**src/rtl/prbs_pkg.sv**
```systemverilog
// Shared definitions for the degree-7 PRBS generator/checker pair.
package prbs_pkg;

    typedef enum logic {
        HUNT   = 1'b0,
        LOCKED = 1'b1
    } prbs_state_e;

    localparam int PRBS_DEGREE   = 7;
    localparam int PRBS_TAP      = 1;
    localparam int ERR_CNT_WIDTH = 16;
    localparam logic [ERR_CNT_WIDTH-1:0] ERR_CNT_MAX = '1;

endpackage

```
**src/rtl/prbs_sat_cnt.sv**
```systemverilog
// Saturating up-counter: holds at all-ones until cleared.
module prbs_sat_cnt
    import prbs_pkg::*;
#(
    parameter int WIDTH = ERR_CNT_WIDTH
) (
    input  logic             clk,
    input  logic             rst_n,
    input  logic             clr,
    input  logic             inc,
    output logic [WIDTH-1:0] cnt,
    output logic             sat
);

    localparam logic [WIDTH-1:0] CNT_MAX = {WIDTH{1'b1}};

    always_ff @(posedge clk or negedge rst_n) begin
        if (!rst_n) begin
            cnt <= '0;
        end else if (clr) begin
            cnt <= '0;
        end else if (inc && (cnt != CNT_MAX)) begin
            cnt <= cnt + 1'b1;
        end
    end

    assign sat = (cnt == CNT_MAX);

endmodule

```
**config.mk**
```make
export PLATFORM = sky130hd
export DESIGN_NAME = prbs_sat_cnt
export DESIGN_NICKNAME = d
export VERILOG_FILES = /design/src/rtl/prbs_pkg.sv /design/src/rtl/prbs_sat_cnt.sv
export SDC_FILE = /design/constraint.sdc
export NUM_CORES = 1
export LEC_CHECK = 0
export BUFFER_PORTS_ARGS = -buffer_cell sky130_fd_sc_hd__buf_2
export CELL_PAD_IN_SITES_DETAIL_PLACEMENT = 2
export CELL_PAD_IN_SITES_GLOBAL_PLACEMENT = 2
export CORE_MARGIN = 8
export CORE_UTILIZATION = 34
export CTS_CLUSTER_DIAMETER = 60
export DETAILED_ROUTE_END_ITERATION = 7
export PLACE_DENSITY = 0.86
export REMOVE_ABC_BUFFERS = 1
export SLEW_MARGIN = 5
export SYNTH_ARGS = -nofsm -noshare
export SYNTH_HDL_FRONTEND = slang
export SYNTH_SLANG_ARGS = --single-unit
```
**constraint.sdc**
```tcl
create_clock -name clk -period 3.9 [get_ports clk]
set_clock_uncertainty 0.1 [all_clocks]
set_input_delay 0.195 -clock clk [delete_from_list [all_inputs] [get_ports clk]]
set_output_delay 0.195 -clock clk [all_outputs]
set_load 0.02 [all_outputs]
```
==> run_results.csv <==
group,metric,value,unit
clock_network,clockBufferDepth,2,
clock_network,cts_num_sinks,16,
detailed_routing,vias,971,
hold_path,min_from,"clr",
yosys,synth_edf_count,0,
detailed_routing,post_drt_wl_per_cell,18.9,um
floorplan,start_util,36.3,%
critical_path,crit_fanout,7,
critical_path,rrSetupSlack,1870,ps
sta,slew_headroom,62.2,%
detailed_routing,vias_per_cell,6.03,
sta,fin_setup_tns,0,ps
placement,dpl.hpwl,2260,um
clock_network,cts_made_buffers,3,
final_layout,area_growth,15.5,%
clock_network,cts_tree,"done",
global_routing,grt_first_pass_wirelength,5190,um
sta,tightest_slew,564,ps
critical_path,critical_path.max_stage_delay,470,ps
sta,rsz0062_at_grt,"no",
sta,slew_violations,0,
final_layout,reg_top3,"cnt x16",
clock_network,root_buffer,"clkbuf_4",
flow_run,cap_violations,0,
power,power_density,247,mW/mm2
critical_path,cp-start-kind,"flop",
yosys,synth_warnings,0,
yosys,async_reset_ff_share,100,%
yosys,synth_seq_cells,16,
placement,place_congestion,0.743,
critical_path,crit_chain,"ha_1 -> nand3_1 -> nor4_2 -> nor2b_1 -> buf_2",
floorplan,die_w,70.5,um
yosys,netlist.area_leader.share,39.7,%
detailed_routing,drt-pass1-iter-count,4,
final_layout,largest_register,"cnt",
final_layout,largest_reg_flops,16,
sta,finalHoldViolCount,0,
critical_path,required,3610,ps
yosys,synth_most_common_cell,"dfrtp_1",
final_layout,drive_gt1_share,25.4,%
critical_path,end_kind,"output port",
yosys,ys_seq_area_share,39.7,%
floorplan,dieArea,0.00497,mm2
clock_network,post-cts-setup-buffers,0,
clock_network,cts_htree_levels,1,
critical_path,r2r_cells,5,
detailed_routing,drtIter0Drc,31,
sta,fmax,0.428,GHz
yosys,synth_area_leader_cell,"dfrtp_1",
yosys,yosys.cell_types.count,33,
sta,setup_viol_count_final,0,
yosys,syn_inst,109,
sta,min_period,2340,ps
detailed_routing,wl,3040,um
yosys,synth_ff_type,"dfrtp_1",
power,power,288,uW
placement,io_buffers,20,
power,ir_worst_vdd,192,uV
critical_path,startpoint,"cnt[0]",
yosys,syn_avg_cell_area,9.26,um2
clock_network,ctsResizeCount,0,
floorplan,fp-row-count,19,
clock_network,hold_buffers,1,
detailed_routing,antenna_left,0,
global_routing,antenna_found_initial,0,
sta,min_period_over_period,59.9,%
floorplan,core-area,0.00278,mm2
outcome,status,"completed",
clock_network,path_clk_slew,110,ps
detailed_routing,drc,0,
critical_path,cpMaxStageDelayCell,"dfrtp_1",
floorplan,ios,21,
global_routing,grt_overflow,0,
final_layout,final_nets,137,
yosys,synth.area.top_cells,"dfrtp_1 (40%), a21oi_1 (5.0%), mux2_1 (4.5%)",
final_layout,layoutNonFillerInstCount,161,
global_routing,grt_usage,12.6,%
critical_path,crit_type,"reg2out",
critical_path,r2r_end,"cnt[5]",
placement,dp.cells,157,
sta,timing.hold.ws,238,ps
critical_path,reg2reg_from,"cnt[0]",
power,power_leakage,0.000546,uW
clock_network,clkLatencyLatePin,300,ps
placement,pre_cts_ws,1890,ps
final_layout,antennaDiodeCount,0,
critical_path,crit_arrival,2040,ps
final_layout,fillerInstances,331,
sta,timing.final.ws_setup,1560,ps
yosys,synth_commonest_cells,"dfrtp_1 (16), a21oi_1 (10), nor2_1 (8)",
floorplan,chipHeight,70.5,um
hold_path,hold_path.class,"in2reg",
global_routing,grt_max_degree,24,
global_routing,grt_pass1_vias,1074,
yosys,syn_area,0.00101,mm2
critical_path,crit_end,"sat",
-- final cells by class --
type	count	area (um2)	share of cell area, %
multi-input cells	88	587	50.3
flip-flops and latches	16	400	34.3
repair buffers	21	110	9.44
well taps	31	38.8	3.33
clock buffers	3	22.5	1.93
inverters	2	7.51	0.644
-- per-layer routing --
metal  vias to the layer above  GRT usage, %  wire (um)
li1                        455             -          -
met1                       486          14.2       1320
met2                        23          21.4       1470
met3                         7          3.25        170
met4                         0          6.03         74
met5                         -             0          0
-- power by group --
group / leakage (uW) / total, uW / internal, uW / switching (uW)
Sequential: 0.000222 / 171 / 168 / 3.47
Combinational: 0.000310 / 22.9 / 7.27 / 15.7
Clock: 0.0000138 / 93.6 / 36.0 / 57.6
-- through the flow --
step,utilization [%],area [um2]
after floorplan,-,995
after global placement,40.8,1130
after detailed placement,40.8,1130
after CTS,41.9,1170
after global routing,41.9,1170
final,41.9,1170
-- worst min-delay path by stage --
stage	to	depth (start not counted)
5_1_grt	cnt[8]	3
3_5_place_dp	cnt[11]	1
2_1_floorplan	cnt[0]	0
6_report	cnt[9]	2
4_1_cts	cnt[8]	3
3_3_place_gp	cnt[11]	1
-- critical path, delay by kind of cell, from the launching register on --
kind	cells	cell delay (ps)
buffers and inverters	1	170
and+or+nand+nor	3	830
adders and majority gates	1	270
DFF	1	470
-- cells by family after synthesis --
family,synth area share [%]
DFF,39.7
and+or+nand+nor,35.2
buffers and inverters,2.23
muxes,5.45
adders and majority gates,1.24
AOI/OAI and AO/OA,16.2
-- cells in the final DEF, fill, tap and decap left out --
cell / count
o21ai_0: 6
a31o_1: 1
nor2b_1: 7
or4_1: 2
nand3_1: 3
a41oi_1: 1
mux2i_1: 1
nor3_1: 1
a31oi_1: 3
and3_1: 4
a21oi_1: 10
nor4_1: 2
dlygate4sd3_1: 1
or3_1: 4
ha_1: 1
and3_4: 1
dfrtp_1: 16
nor4_2: 2
nand2_1: 7
nand2b_1: 3
nor3_4: 1
clkbuf_4: 3
a21oi_2: 1
a21boi_0: 1
nand4_1: 5
nand3_2: 3
nand4_2: 2
mux2_1: 4
nor2_1: 8
o31ai_1: 2
o21bai_1: 1
a311oi_1: 1
buf_2: 20
inv_1: 2
Power figures use the tool's default switching activity.
